File: config.mk
export PLATFORM = sky130hd
export DESIGN_NAME = serial_byte_rx
export DESIGN_NICKNAME = d
export VERILOG_FILES = /design/src/rtl/serial_byte_rx.sv
export SDC_FILE = /design/constraint.sdc
export NUM_CORES = 1
export LEC_CHECK = 0
export ABC_AREA = 1
export BUFFER_PORTS_ARGS = -buffer_cell sky130_fd_sc_hd__clkbuf_2
export CAP_MARGIN = 0
export CORE_ASPECT_RATIO = 0.6
export CORE_MARGIN = 4
export CORE_UTILIZATION = 35
export DETAILED_ROUTE_END_ITERATION = 12
export PLACE_DENSITY = 0.56
export SETUP_SLACK_MARGIN = 0.1
export SYNTH_ARGS = -nofsm -noshare
export SYNTH_HDL_FRONTEND = slang
export SYNTH_SLANG_ARGS = --single-unit
File: constraint.sdc
create_clock -name clk -period 1.5 [get_ports clk]
set_input_delay 0.225 -clock clk [delete_from_list [all_inputs] [get_ports clk]]
set_output_delay 0.225 -clock clk [all_outputs]
set_load 0.01 [all_outputs]
File: src/rtl/serial_byte_rx.sv
// Serial byte receiver: 8N1 framing, LSB first, mid-bit sampling after a
// two-flop synchronizer. Reports good bytes and bad stop bits as one-cycle strobes.
module serial_byte_rx #(
    parameter int CLKS_PER_BIT = 4
) (
    input  logic       clk,
    input  logic       reset,
    input  logic       rx,
    output logic [7:0] data,
    output logic       data_valid,
    output logic       frame_err,
    output logic       busy
);

    localparam int CW = $clog2(CLKS_PER_BIT);
    localparam logic [CW-1:0] HALF_M1 = CW'(CLKS_PER_BIT / 2 - 1);
    localparam logic [CW-1:0] FULL_M1 = CW'(CLKS_PER_BIT - 1);

    localparam logic [1:0] IDLE  = 2'd0;
    localparam logic [1:0] START = 2'd1;
    localparam logic [1:0] DATA  = 2'd2;
    localparam logic [1:0] STOP  = 2'd3;

    logic          rx_m, rx_s;
    logic [1:0]    state, state_n;
    logic [CW-1:0] cnt, cnt_n;
    logic [2:0]    idx, idx_n;
    logic [7:0]    shift, shift_n;
    logic [7:0]    data_n;
    logic          dv_n, fe_n;

    always_comb begin
        state_n = state;
        cnt_n   = cnt;
        idx_n   = idx;
        shift_n = shift;
        data_n  = data;
        dv_n    = 1'b0;
        fe_n    = 1'b0;
        case (state)
            IDLE: begin
                if (!rx_s) begin
                    state_n = START;
                    cnt_n   = '0;
                end
            end
            START: begin
                // Mid-bit re-check rejects glitches shorter than half a bit
                if (cnt == HALF_M1) begin
                    cnt_n   = '0;
                    idx_n   = '0;
                    state_n = rx_s ? IDLE : DATA;
                end else begin
                    cnt_n = cnt + 1'b1;
                end
            end
            DATA: begin
                if (cnt == FULL_M1) begin
                    cnt_n        = '0;
                    shift_n[idx] = rx_s;
                    if (idx == 3'd7) begin
                        state_n = STOP;
                    end else begin
                        idx_n = idx + 1'b1;
                    end
                end else begin
                    cnt_n = cnt + 1'b1;
                end
            end
            STOP: begin
                if (cnt == FULL_M1) begin
                    cnt_n   = '0;
                    state_n = IDLE;
                    if (rx_s) begin
                        data_n = shift;
                        dv_n   = 1'b1;
                    end else begin
                        fe_n = 1'b1;
                    end
                end else begin
                    cnt_n = cnt + 1'b1;
                end
            end
            default: state_n = IDLE;
        endcase
    end

    always_ff @(posedge clk or negedge reset) begin
        if (!reset) begin
            rx_m       <= 1'b1;
            rx_s       <= 1'b1;
            state      <= IDLE;
            cnt        <= '0;
            idx        <= '0;
            shift      <= '0;
            data       <= '0;
            data_valid <= 1'b0;
            frame_err  <= 1'b0;
            busy       <= 1'b0;
        end else begin
            rx_m       <= rx;
            rx_s       <= rx_m;
            state      <= state_n;
            cnt        <= cnt_n;
            idx        <= idx_n;
            shift      <= shift_n;
            data       <= data_n;
            data_valid <= dv_n;
            frame_err  <= fe_n;
            busy       <= (state_n != IDLE);
        end
    end

endmodule

==> results by stage, run 1 <==
Status:
- The flow ran to the end, but the final reports show violations.
- The checks that failed: hold timing.

Worst setup path:
- The critical path goes through ha_1 > inv_2 > nor3_4 > buf_6 > o21ai_0.
- The worst-path maximum fanout is 17.
- The data required time of the critical path is 1.68 ns.
- At the worst endpoint, the arrival time is 1.49 ns.
- The number of buffers and inverters on the critical path is 2.
- The startpoint class of the critical path is a register.
- Among all stages on the critical path, the largest delay is contributed by dfrtp_1.
- The peak per-stage delay on the critical path is 0.42 ns.
- The cell class contributing the biggest share of worst-path delay is flip-flops.
- The critical path in this run is classified as register to register.
- STA classifies the critical path endpoint as a register.

Routing:
- After the first detailed-routing iteration, the DRC count stood at 68.
- Using the TritonRoute via totals, the vias-per-cell ratio works out to 4.88.
- The remaining antenna violation count is 0.
- The first detailed-routing pass ran for 4 iterations.
- In the final routed layout, each cell accounts on average for 11.9 microns.
- In the routed design, unresolved DRC markers number 0.
- The final route contains 1068 vias.
- Summed over all layers, the routed wires come to 2600 microns.

Clocking:
- CTS built an H-tree with a depth of 1.
- The clock drives 28 sinks.
- Buffers inserted during clock tree synthesis total 3.
- The cell at the root of the clock tree is clkbuf_8.
- The later pin in the worst-skew pair is clocked with a latency of 0.27 ns.
- After clock tree synthesis, the clock-pin slew on the worst setup and hold paths is 0.09 ns.
- The TritonCTS clock tree is done.
- The clock passes through at most 2 buffers.

Timing:
- The count of endpoints failing setup in the final report is 0.
- The tightest hold path in the finished design has a slack of -0.0268 ns.
- The max-slew violation total from the final report is 0.
- The hold violation total from the final report is 26.
- The total negative slack for setup checks is 0 ns.
- For the final database, setup skew stands at 0.00219 ns.
- Timing would allow up to 0.765 GHz.
- The fraction of the cycle the final worst path needs is 87.2%.
- The worst-case headroom to the max-slew limit is 54.3%.
- Setup repair after global routing left no endpoint under its margin.
- The post-layout minimum cycle time is 1.31 ns.
- At the pin with the least slew margin, the transition time is 0.686 ns.

Global routing:
- The wire length of the first global-routing pass is 4600 microns.
- The via count of the first global-routing pass is 977.
- The number of antenna violations at the first check in global routing came to 0.
- Summed over all layers, the global routing overflow is 0.
- Entering global routing, the biggest net connects 29 pins.
- The aggregate global-route resource usage is 11.9%.

Floorplan:
- The number of cell rows is 16.
- The height of the die is 55.4 microns.
- In this run the count of I/O pins placed on the die edge is 14.
- The area of the die is 4810 sq um.
- Once the floorplan was initialized, standard cells occupied 38.2% of the core.
- From left edge to right edge, the die measures 86.9 microns.
- The standard cell core area is 3420 sq um.

Run:
- The tool flagged a number of max-cap violations equal to 0.

Synth:
- Summed over all instances, the cell type with the most area after synthesis is dfrtp_1.
- The mapped netlist covers 1310 sq um.
- When the netlist entered floorplanning its net count stood at 160.
- By area the synthesized netlist is led by dfrtp_1 (50%), nand2_1 (12%), o21ai_0 (7.3%), inv_1 (5.7%), ha_1 (4.8%).
- Summing the sequential cell areas from Yosys gives 53.7% of the chip area.
- The share of synthesized area in the top cell type comes to 49.7%.
- A synthesized cell averages 8.61 sq um.
- The number of distinct library cells after synthesis is 21.
- The number of warnings reported in the yosys synthesis log is 0.
- The count of state elements after synthesis is 28.
- Counting every instance in the synthesized netlist gives 152.

Final layout:
- The area of all sequential standard cells is 706 sq um.
- The finished layout cell area is 1540 sq um.
- After the last flow step, the layout net total stands at 183.
- The share of cells above drive strength 1 is 22.4%.
- The number of fillers in the final layout is 321.
- The multi-input combinational cell area is 512 sq um.
- The area growth from synthesis to layout is 17.7%.
- The diode insertion count for antenna repair is 0.

Place:
- The count of buffers inserted at the top-level ports is 13.
- After detailed placement, the total cell area comes to 1450 sq um.
- Detailed placement ended at an HPWL of 1960 microns.
- The routability congestion estimate from global placement is 0.863.

Pwr:
- Power spread over the standard cell area amounts to 1480 nW/um^2.
- The worst-case IR drop observed on VDD is 557 uV.
- The reported leakage power is 0.778 nW.

Hold path:
- The path class of the tightest hold or removal check is input pin to async pin.
## state kept, by name (all words and copies together), names as in the netlist
name,flops
data_valid,1
frame_err,1
state,2
rx_m,1
idx,3
rx_s,1
data,8
shift,8
cnt,2
busy,1
## synthesized netlist by cell type (all sizes together)
| library cell | count |
|---|---|
| nor3 | 4 |
| nand4 | 6 |
| o21ai | 20 |
| nor2 | 8 |
| o211ai | 1 |
| a21oi | 2 |
| dfrtp | 26 |
| dfstp | 2 |
| inv | 21 |
| nand3 | 10 |
| nand2 | 43 |
| buf | 3 |
| ha | 5 |
| clkinv | 1 |
## cells by family (layout without fill, tap and decap cells)
group	after synthesis	count (layout)	synth area share, %
compound gates	23	23	9.27
fa+ha+maj	5	5	4.78
buf+inv	25	47	8.13
flops	28	28	53.7
simple gates	71	71	24.1
## placed cells by master, fill, tap and decap left out
master    netlist  routed
buf_4           1       7
dfrtp_1        26      24
o21ai_0        19      19
dfstp_2         2       2
clkbuf_8        0       4
clkbuf_2        0      13
inv_2           1       3
nand3_1        10      10
o21ai_2         1       1
ha_1            5       5
a21oi_1         2       2
nor2_2          1       2
nor3_4          1       1
dfrtp_2         0       2
nand2_2         1       2
inv_1          20      18
nor3_1          3       3
clkinv_1        1       1
nor2_4          0       1
nand2_1        42      41
nand4_1         6       6
o211ai_1        1       1
buf_6           1       1
nor2_1          7       5
## routing by layer
metal	part of all wire [%]	GRT usage, %	routed length [microns]
met1	49	17.5	1290
met2	43	17.0	1110
met3	6.7	3.71	175
met4	0.92	2.67	24
met5	0	0	0
## power by group
part	switching (mW)	total (mW)	internal, mW	leakage (nW)
clock	0.230	0.465	0.235	0.0288
sequential	0.108	1.00	0.894	0.369
combinational	0.514	0.810	0.296	0.381
## repair_timing
item | CTS | global route
hold buffers | 0 | 0
buffers inserted | 0 | 2
gates resized for setup | 1 | 8
endpoints found under the setup margin | 1 | 17
## stage by stage
step	power [mW]	setup slack (ns)	utilization [%]	instances	hold slack, ns
5_1_grt	2.46	0.0929	45.0	219	0.00982
6_report	2.28	0.192	45.0	219	-0.0268
3_5_place_dp	1.75	0.0901	42.4	213	0.309
4_1_cts	2.23	0.138	44.0	217	0.00673
2_1_floorplan	1.51	0.144	-	152	-0.0706
3_3_place_gp	1.72	0.193	42.4	213	0.305
## layout make-up
type / count / area share [%]
tap: 45 / 3.66
inverter: 22 / 5.36
timing repair buffer: 21 / 8.37
multi-input combinational: 99 / 33.2
clock buffer: 4 / 3.57
sequential: 28 / 45.8
## final timing paths
kind,cells past startpoint,endpoint,slack (ns),startpoint
min reg2reg,0,rx_s,0.36,rx_m
max,5,data[2],0.19,cnt[1]
max in group asynchronous,1,state[1],1.04,reset
max reg2reg,5,data[2],0.19,cnt[1]
min in group clk,1,rx_m,0.02,rx
min,1,idx[1],-0.03,reset
(Power assumes the default switching activity.)
==> run 2: changes to the inputs <==
--- a/config.mk
+++ b/config.mk
@@ -6,13 +6,13 @@
 export NUM_CORES = 1
 export LEC_CHECK = 0
 export ABC_AREA = 1
-export BUFFER_PORTS_ARGS = -buffer_cell sky130_fd_sc_hd__clkbuf_2
+export BUFFER_PORTS_ARGS = -buffer_cell sky130_fd_sc_hd__buf_2
 export CAP_MARGIN = 0
 export CORE_ASPECT_RATIO = 0.6
 export CORE_MARGIN = 4
-export CORE_UTILIZATION = 35
+export CORE_UTILIZATION = 41
 export DETAILED_ROUTE_END_ITERATION = 12
-export PLACE_DENSITY = 0.56
+export PLACE_DENSITY = 0.63
 export SETUP_SLACK_MARGIN = 0.1
 export SYNTH_ARGS = -nofsm -noshare
 export SYNTH_HDL_FRONTEND = slang
==> constraint.sdc (replaced) <==
create_clock -name clk -period 1.5 [get_ports clk]
set_input_delay 0.3 -clock clk [delete_from_list [all_inputs] [get_ports clk]]
set_output_delay 0.3 -clock clk [all_outputs]
set_load 0.01 [all_outputs]
==> run 2 against run 1 <==
  * Final cell count up 0.46%
  * Fmax shrank 3.9%
  * Critical path type unchanged
  * Clock power is 25% higher
  * Sequential share of layout area down 1.2 points
  * Non-clock buffer count increased by 4
  * Largest power group unchanged
  * First-iteration DRC count grew 16%
  * Power grew 8.7%
  * The flow now finishes without violations
==> results by stage, run 2 (synthesized netlist as in run 1, its figures left out) <==
Clocking:
- The clock input transition at the sequential cells of the worst setup and hold paths is 0.09 ns (about the same).
- The number of buffers added to fix hold violations after cts came to 0 (unchanged).
- In this run the clock root is driven by a clkbuf_8.
- The number of sinks handled by clock tree synthesis is 28 (unchanged).
- The total number of H-tree levels is 1 (unchanged).
- The TritonCTS clock tree is done.
- The number of buffers created by CTS was 3 (unchanged).
- The clock tree buffer depth came to 2 (unchanged).
- The clock network latency to the later pin of the worst-skew pair is 0.27 ns (about the same).

Worst setup path:
- In this run the worst setup path begins at cnt[0].
- The critical path ends at busy.
- The worst-path maximum fanout is 3 (-14).
- The instance count on the critical path came to 6 (+1).
- The data required time of the critical path was 1.66 ns (-0.02 ns).
- The cell count of the worst reg-to-reg path was 6 (+1).
- The origin of the critical flop-to-flop path is cnt[0].
- The register-to-register setup slack is 0.14 ns (-0.05 ns).
- The critical path goes through buf_4 > ha_1 > inv_1 > nor2_1 > a21oi_1 > nand3_1.
- STA classifies the critical path startpoint as a register.
- The type of the worst setup path is register to register.
- The worst register-to-register path ends at busy.
- The data arrival time of the critical path came to 1.52 ns (+0.03 ns).
- The worst setup path is captured at a register.
- The combined buffer and inverter count along the critical path is 2 (unchanged).
- The peak per-stage delay on the critical path came to 0.41 ns (about the same).
- The cell type of the slowest stage on the worst timing path is dfrtp_1.
- On the critical path the largest part of the delay comes from flip-flops.

Final layout:
- The final net count was 187 (+2.2%).
- The area overhead of the layout relative to synthesis is 20.9%.
- The share of cells above drive strength 1 is 24.2% (+1.7 points).
- The finished layout cell area is 1580 sq um (+2.8%).
- The diode insertion count for antenna repair is 0 (unchanged).
- The fraction of the core area covered by cells at the end of the flow is 53.4% (+8.4 points).
- The largest registers in the layout are data (8), shift (8), idx (3).
- The most common cell after layout, fill and taps aside is nand2_1.
- The final cell count without fillers is 220 (+0.46%).
- In the layout the commonest cells are nand2_1 (40), dfrtp_1 (24), o21ai_0 (19), inv_1 (18), buf_2 (13).

Pwr:
- The peak supply drop is 623 uV (+12%).
- The internal portion of total power was 1.59 mW (+12%).
- The sequential cell fraction of total power came to 40.9% (-3.1 points).
- The overall power consumption came to 2.47 mW (+8.7%).
- The relative contribution of combinational cells to total power is 35.5% (about the same).
- The switching part of the total power was 35.6% (-1.8 points).
- The net switching power of the design is 0.881 mW (+3.4%).
- The fraction of power consumed by the clock network came to 23.6% (+3.2 points).
- The reported leakage power is 0.812 nW (+4.3%).
- The power per cell area was 1560 nW/um^2 (+5.7%).

Timing:
- The slew at the pin with the worst max-slew slack is 0.608 ns (-0.0781 ns).
- The fraction of the cycle the final worst path needs is 90.7% (+3.6 points).
- The hold violation total from the final report is 0 (-100%).
- The total negative slack for setup checks came to 0 ns (unchanged).
- Setup repair after global routing left no endpoint under its margin.
- The post-layout minimum cycle time is 1.36 ns (+0.0534 ns).
- The worst clock skew came to 0.00439 ns (+0.00220 ns).
- The max-slew violation total from the final report is 0 (unchanged).
- The worst-case headroom to the max-slew limit is 59.5% (+5.2 points).
- The maximum clock rate came to 0.735 GHz (-3.9%).
- The count of endpoints failing setup in the final report came to 0 (unchanged).

Global routing:
- The number of antenna violations at the first check in global routing came to 0 (unchanged).
- The aggregate global routing overflow is 0 (unchanged).
- The wire length of the first global-routing pass is 4130 microns (-10%).
- The maximum number of pins on one net before global-route repair is 29 (unchanged).
- The via count of the first global-routing pass came to 935 (-4.3%).
- The aggregate global-route resource usage is 13.2% (+1.3 points).

Status:
- The run finished with clean final reports.

Place:
- The routability congestion estimate from global placement is 0.883 (+2.2%).
- The count of buffers inserted at the top-level ports is 13 (unchanged).
- The post-placement cell area is 1450 sq um (-0.26%).
- The cell count after placement is 210 (-1.4%).
- The half-perimeter wire length after detailed placement is 1840 microns (-6.2%).

Hold path:
- In this run the worst hold path is classified as input pin to async pin.

Routing:
- The via-per-instance ratio was 4.82 (-1.2%).
- The sum of routed wire length over all layers is 2670 microns (+2.8%).
- The detailed-route via count is 1060 (-0.75%).
- The DRC marker count from the first detailed-route iteration came to 79 (+16%).
- The wire length per cell after detailed routing was 12.1 microns (+2.3%).
- The number of optimization iterations in the first detailed-route pass was 4 (unchanged).
- The remaining antenna violation count is 0 (unchanged).
- The DRC violations left is 0 (unchanged).

Floorplan:
- The standard cell core area came to 2970 sq um (-13%).
- The number of primary I/O pins was 14 (unchanged).
- The area of the die is 4190 sq um (-13%).
- The number of cell rows came to 15 (-1).
- The height of the die is 51.8 microns (-6.5%).
- The width of the die was 80.9 microns (-6.9%).
- The initial core utilization is 44.1% (+5.9 points).

Run:
- The number of max-capacitance violations reported is 0 (unchanged).
==> run 2: cell count changes in the layout (fill, tap and decap cells not counted) <==
cell       delta
buf_2        +13
nand2_2       +1
nand2_1       -1
nor2_2        -1
bufinv_16     +1
nor2_1        +1
clkbuf_8      -1
buf_4         +4
clkbuf_2     -13
==> run 2: area by class of cell <==
| cell class | instances | area, sq um |
|---|---|---|
| timing repair buffer | 25 | 159 |
| tap | 42 | 52.6 |
| inverter | 22 | 82.6 |
| fill | 282 | 1380 |
| multi-input combinational | 99 | 512 |
| clock buffer | 3 | 41.3 |
| clock inverter | 1 | 30.0 |
| sequential | 28 | 706 |
==> run 2: repair_timing <==
item / 4_1_cts / 5_1_grt
endpoints found under the setup margin: 0 / 20
setup buffers: 0 / 5
resized for setup: 0 / 11
==> run 2: how the worst min path moves through the flow <==
stage          endpoint  slack (ns)  cells after the start
6_report         idx[0]        0.03                      1
5_1_grt          cnt[0]        0.07                      1
3_5_place_dp     idx[2]        0.35                      1
4_1_cts          cnt[0]        0.05                      1
3_3_place_gp     idx[2]        0.35                      1
2_1_floorplan      busy       0.004                      0
==> run 2: power groups by stage <==
| stage | Combinational (mW) | Sequential (mW) | Clock (mW) |
|---|---|---|---|
| 2_1_floorplan | 0.513 | 0.995 | 0 |
| 3_3_place_gp | 0.702 | 1.02 | 0 |
| 3_5_place_dp | 0.724 | 1.03 | 0 |
| 4_1_cts | 0.723 | 1.02 | 0.607 |
| 5_1_grt | 0.974 | 1.02 | 0.640 |
| 6_report | 0.879 | 1.01 | 0.583 |
==> run 2: per-layer routing <==
metal / wire length, microns / track usage (%) / share of wire (%) / vias up
met3: 156 / 4.67 / 5.8 / 0
met2: 1130 / 19.6 / 42 / 31
met1: 1380 / 18.3 / 52 / 486
met5: 0 / 0 / 0 / -
met4: 0 / 3.37 / 0 / 0
li1: - / - / - / 543
==> run 2: stage by stage <==
step | hold WS [ns] | setup WS, ns
3_5_place_dp | 0.353 | 0.139
4_1_cts | 0.0500 | 0.109
6_report | 0.0262 | 0.139
2_1_floorplan | 0.00441 | 0.144
5_1_grt | 0.0654 | 0.0848
3_3_place_gp | 0.349 | 0.185
==> run 2: worst register-to-register path: cells and delay by family (launching register included) <==
family	cells	cell delay (ns)
AOI/OAI and AO/OA	1	0.22
adders and majority gates	1	0.23
buffers and inverters	2	0.23
DFF	1	0.41
and+or+nand+nor	2	0.15
==> run 3: changes to the inputs <==
--- a/config.mk
+++ b/config.mk
@@ -5,7 +5,6 @@
 export SDC_FILE = /design/constraint.sdc
 export NUM_CORES = 1
 export LEC_CHECK = 0
-export ABC_AREA = 1
 export BUFFER_PORTS_ARGS = -buffer_cell sky130_fd_sc_hd__buf_2
 export CAP_MARGIN = 0
 export CORE_ASPECT_RATIO = 0.6
@@ -14,6 +13,7 @@
 export DETAILED_ROUTE_END_ITERATION = 12
 export PLACE_DENSITY = 0.63
 export SETUP_SLACK_MARGIN = 0.1
+export SKIP_CTS_REPAIR_TIMING = 1
 export SYNTH_ARGS = -nofsm -noshare
 export SYNTH_HDL_FRONTEND = slang
 export SYNTH_SLANG_ARGS = --single-unit
==> run 3 against run 2 <==
  * The flow now finishes with violations (setup timing)
  * Wire length increased by 4.7%
  * Combinational power rose by 52%
  * Fmax fell by 11%
  * Flip-flop and latch count stayed put
  * Register-to-register slack worse by 0.17 ns
  * Die area decreased by 2.7%
  * Via count shrank 20%
  * Area after synthesis shrank 3.1%
  * Global-route usage is 0.29 points lower
  * Power grew 16%
  * Largest power group is now combinational cells
==> results by stage, run 3 <==
Worst setup path:
- The worst setup path is launched from a register.
- The kind of end point of the critical path is a register.
- The worst-path maximum fanout is 3 (unchanged).
- The data arrival time of the critical path was 1.69 ns (+0.17 ns).
- The register-to-register setup slack is -0.03 ns (-0.17 ns).
- The type of the worst setup path is register to register.
- The data required time of the critical path is 1.66 ns (about the same).

Final layout:
- The area overhead of the layout relative to synthesis is 31.4%.
- The finished layout cell area is 1670 sq um (+5.3%).
- In the final layout, the registers with the most flip-flops are data (8), shift (8), idx (3).
- The diode insertion count for antenna repair was 0 (unchanged).
- The final net count is 133 (-29%).
- The share of cells above drive strength 1 is 55.6% (+31 points).
- The library cell used most frequently in the layout, excluding fill and tap cells, is dfrtp_1.
- Leaving out fill and tap cells, the most frequent cells in the layout are dfrtp_1 (26), buf_4 (14), buf_2 (13), mux2_2 (9), mux2_4 (8).

Synth:
- The share of Yosys cell area claimed by the top area cell type is 51.3% (+1.6 points).
- The async set-reset flop share out of synthesis is 100% (unchanged).
- The commonest register cell after synthesis is dfrtp_1.
- The post-synth net total was 103 (-36%).
- The count of state elements after synthesis is 28 (unchanged).
- The number of warnings reported in the yosys synthesis log was 0 (unchanged).
- The synthesized area per cell is 13.4 sq um (+55%).
- The number of distinct library cells after synthesis came to 32 (+52%).
- The number of synthesized flops with an enable pin is 0 (unchanged).
- By area the synthesized netlist is led by dfrtp_1 (51%), mux2_2 (15%), ha_1 (4.9%), dfstp_2 (4.1%), buf_6 (1.8%).
- The most numerous cell in the Yosys netlist is dfrtp_1.
- The sequential fraction of the synthesis area is 55.4% (+1.7 points).
- The area of the mapped netlist is 1270 sq um (-3.1%).
- Summed over all instances, the cell type with the most area after synthesis is dfrtp_1.
- The synthesized netlist cell count is 95 (-38%).
- Ranked by instance count, the synthesized netlist is headed by dfrtp_1 (26), mux2_2 (17), ha_1 (5), nor2_1 (5), inv_1 (4).

Floorplan:
- The number of primary I/O pins is 14 (unchanged).
- The width of the die was 79.8 microns (-1.4%).
- The number of cell rows is 15 (unchanged).
- The initial core utilization came to 43.6% (-0.52 points).
- The area of the die was 4080 sq um (-2.7%).
- The height of the die is 51.1 microns (-1.3%).
- The standard cell core area is 2910 sq um (-1.9%).

Clocking:
- The clock input transition at the sequential cells of the worst setup and hold paths is 0.09 ns (about the same).
- TritonCTS built the clock tree.
- The clock network latency to the later pin of the worst-skew pair is 0.27 ns (about the same).
- The total number of H-tree levels is 1 (unchanged).
- The clock tree buffer depth is 2 (unchanged).
- The cell at the root of the clock tree is clkbuf_8.
- The number of buffers created by CTS is 3 (unchanged).
- The number of sinks handled by clock tree synthesis is 28 (unchanged).

Global routing:
- The maximum number of pins on one net before global-route repair is 29 (unchanged).
- The via count of the first global-routing pass was 825 (-12%).
- The wire length of the first global-routing pass is 3990 microns (-3.5%).
- The aggregate global-route resource usage is 12.9% (-0.29 points).
- The number of antenna violations at the first check in global routing came to 0 (unchanged).
- The aggregate global routing overflow is 0 (unchanged).

Timing:
- The max-slew violation total from the final report was 0 (unchanged).
- The fraction of the cycle the final worst path needs came to 102% (+11 points).
- The worst-case headroom to the max-slew limit is 58.8% (-0.74 points).
- The hold violation total from the final report is 0 (unchanged).
- Setup repair after global routing could not meet its margin everywhere.
- The post-layout minimum cycle time came to 1.53 ns (+0.166 ns).
- The count of endpoints failing setup in the final report is 2 (+2).
- The smallest setup slack after layout is -0.0276 ns (-0.166 ns).
- The maximum clock rate was 0.655 GHz (-11%).
- The slew at the pin with the worst max-slew slack is 0.619 ns (+0.0110 ns).
- The worst clock skew came to 0.00556 ns (+0.00117 ns).

Pwr:
- The reported leakage power is 0.803 nW (-1.1%).
- The peak supply drop was 748 uV (+20%).
- The net switching power of the design was 1.00 mW (+14%).
- The fraction of power consumed by the clock network is 16.0% (-7.6 points).
- The power per cell area is 1720 nW/um^2 (+9.9%).
- The relative contribution of combinational cells to total power came to 46.7% (+11 points).
- The sequential cell fraction of total power came to 37.3% (-3.6 points).
- The internal portion of total power is 1.86 mW (+17%).
- The overall power consumption is 2.86 mW (+16%).
- The switching part of the total power came to 35.1% (-0.51 points).

Routing:
- The DRC violations left is 0 (unchanged).
- The detailed-route via count came to 843 (-20%).
- The remaining antenna violation count is 0 (unchanged).
- The number of optimization iterations in the first detailed-route pass was 4 (unchanged).
- The DRC marker count from the first detailed-route iteration is 56 (-29%).
- The via-per-instance ratio is 5.08 (+5.4%).
- The wire length per cell after detailed routing is 16.8 microns (+39%).
- The sum of routed wire length over all layers is 2800 microns (+4.7%).

Status:
- The flow ran to the end, but the final reports show violations.
- The final reports fail on setup timing.

Run:
- The number of max-capacitance violations reported is 0 (unchanged).

Place:
- The post-placement cell area is 1460 sq um (+0.61%).
- The half-perimeter wire length after detailed placement is 1720 microns (-6.5%).
- The post-placement setup slack is -0.0283 ns (-0.167 ns).
- The routability congestion estimate from global placement was 0.830 (-6.0%).
- The count of buffers inserted at the top-level ports came to 13 (unchanged).

Hold path:
- The worst hold path belongs to the class input pin to async pin.
-- run 3: per-stage QoR --
step	cells	util [%]	hold slack [ns]	setup TNS, ns
final	166	57.3	0.0282	-0.0451
after floorplan	95	-	0.00441	-0.0213
after CTS	161	52.0	0.0479	-0.0591
after detailed placement	157	50.1	0.347	-0.0312
after global placement	157	50.1	0.336	0
after global routing	166	57.3	0.0793	-0.399
-- run 3: final cells by class --
| class | instances | area (sq um) |
|---|---|---|
| multi-input combinational | 58 | 637 |
| tap | 42 | 52.6 |
| fill | 226 | 1240 |
| clock buffer | 4 | 55.1 |
| sequential | 28 | 703 |
| inverter | 4 | 15.0 |
| timing repair buffer | 30 | 204 |
-- run 3: logic make-up after synthesis --
group | after synthesis | synth area share (%)
adders and majority gates | 5 | 4.93
DFF | 28 | 55.4
and+or+nand+nor | 23 | 12.6
AOI/OAI and AO/OA | 11 | 6.31
buffers and inverters | 10 | 4.83
muxes | 18 | 15.9
-- run 3: final timing paths --
kind	from	end	cells past startpoint
setup / recovery	idx[1]	idx[0]	5
hold / removal	reset	data[4]	1
setup reg to reg	idx[1]	idx[0]	5
hold reg to reg	rx_m	rx_s	0
max in group asynchronous	reset	frame_err	1
min in group clk	rx	rx_m	1
-- run 3: power groups by stage --
| stage | Combinational [mW] | Clock [mW] | Sequential [mW] |
|---|---|---|---|
| after floorplan | 0.683 | 0 | 1.09 |
| after global placement | 1.02 | 0 | 1.06 |
| after detailed placement | 1.06 | 0 | 1.07 |
| after CTS | 1.07 | 0.473 | 1.06 |
| after global routing | 1.45 | 0.505 | 1.10 |
| final | 1.34 | 0.458 | 1.07 |
-- run 3: critical path, cell delays in order, from the launching register on --
cell,delay (ns)
dfrtp_1,0.39
ha_2,0.20
ha_4,0.16
and4bb_2,0.35
a31oi_4,0.05
mux2_4,0.27
-- run 3: layer usage --
metal  GRT usage [%]  routed length, microns  up-vias
met5               0                       0        -
met4            3.37                      13        0
met3            3.17                     111        2
met2            19.7                    1300       20
met1            18.5                    1370      423
li1                -                       -      398
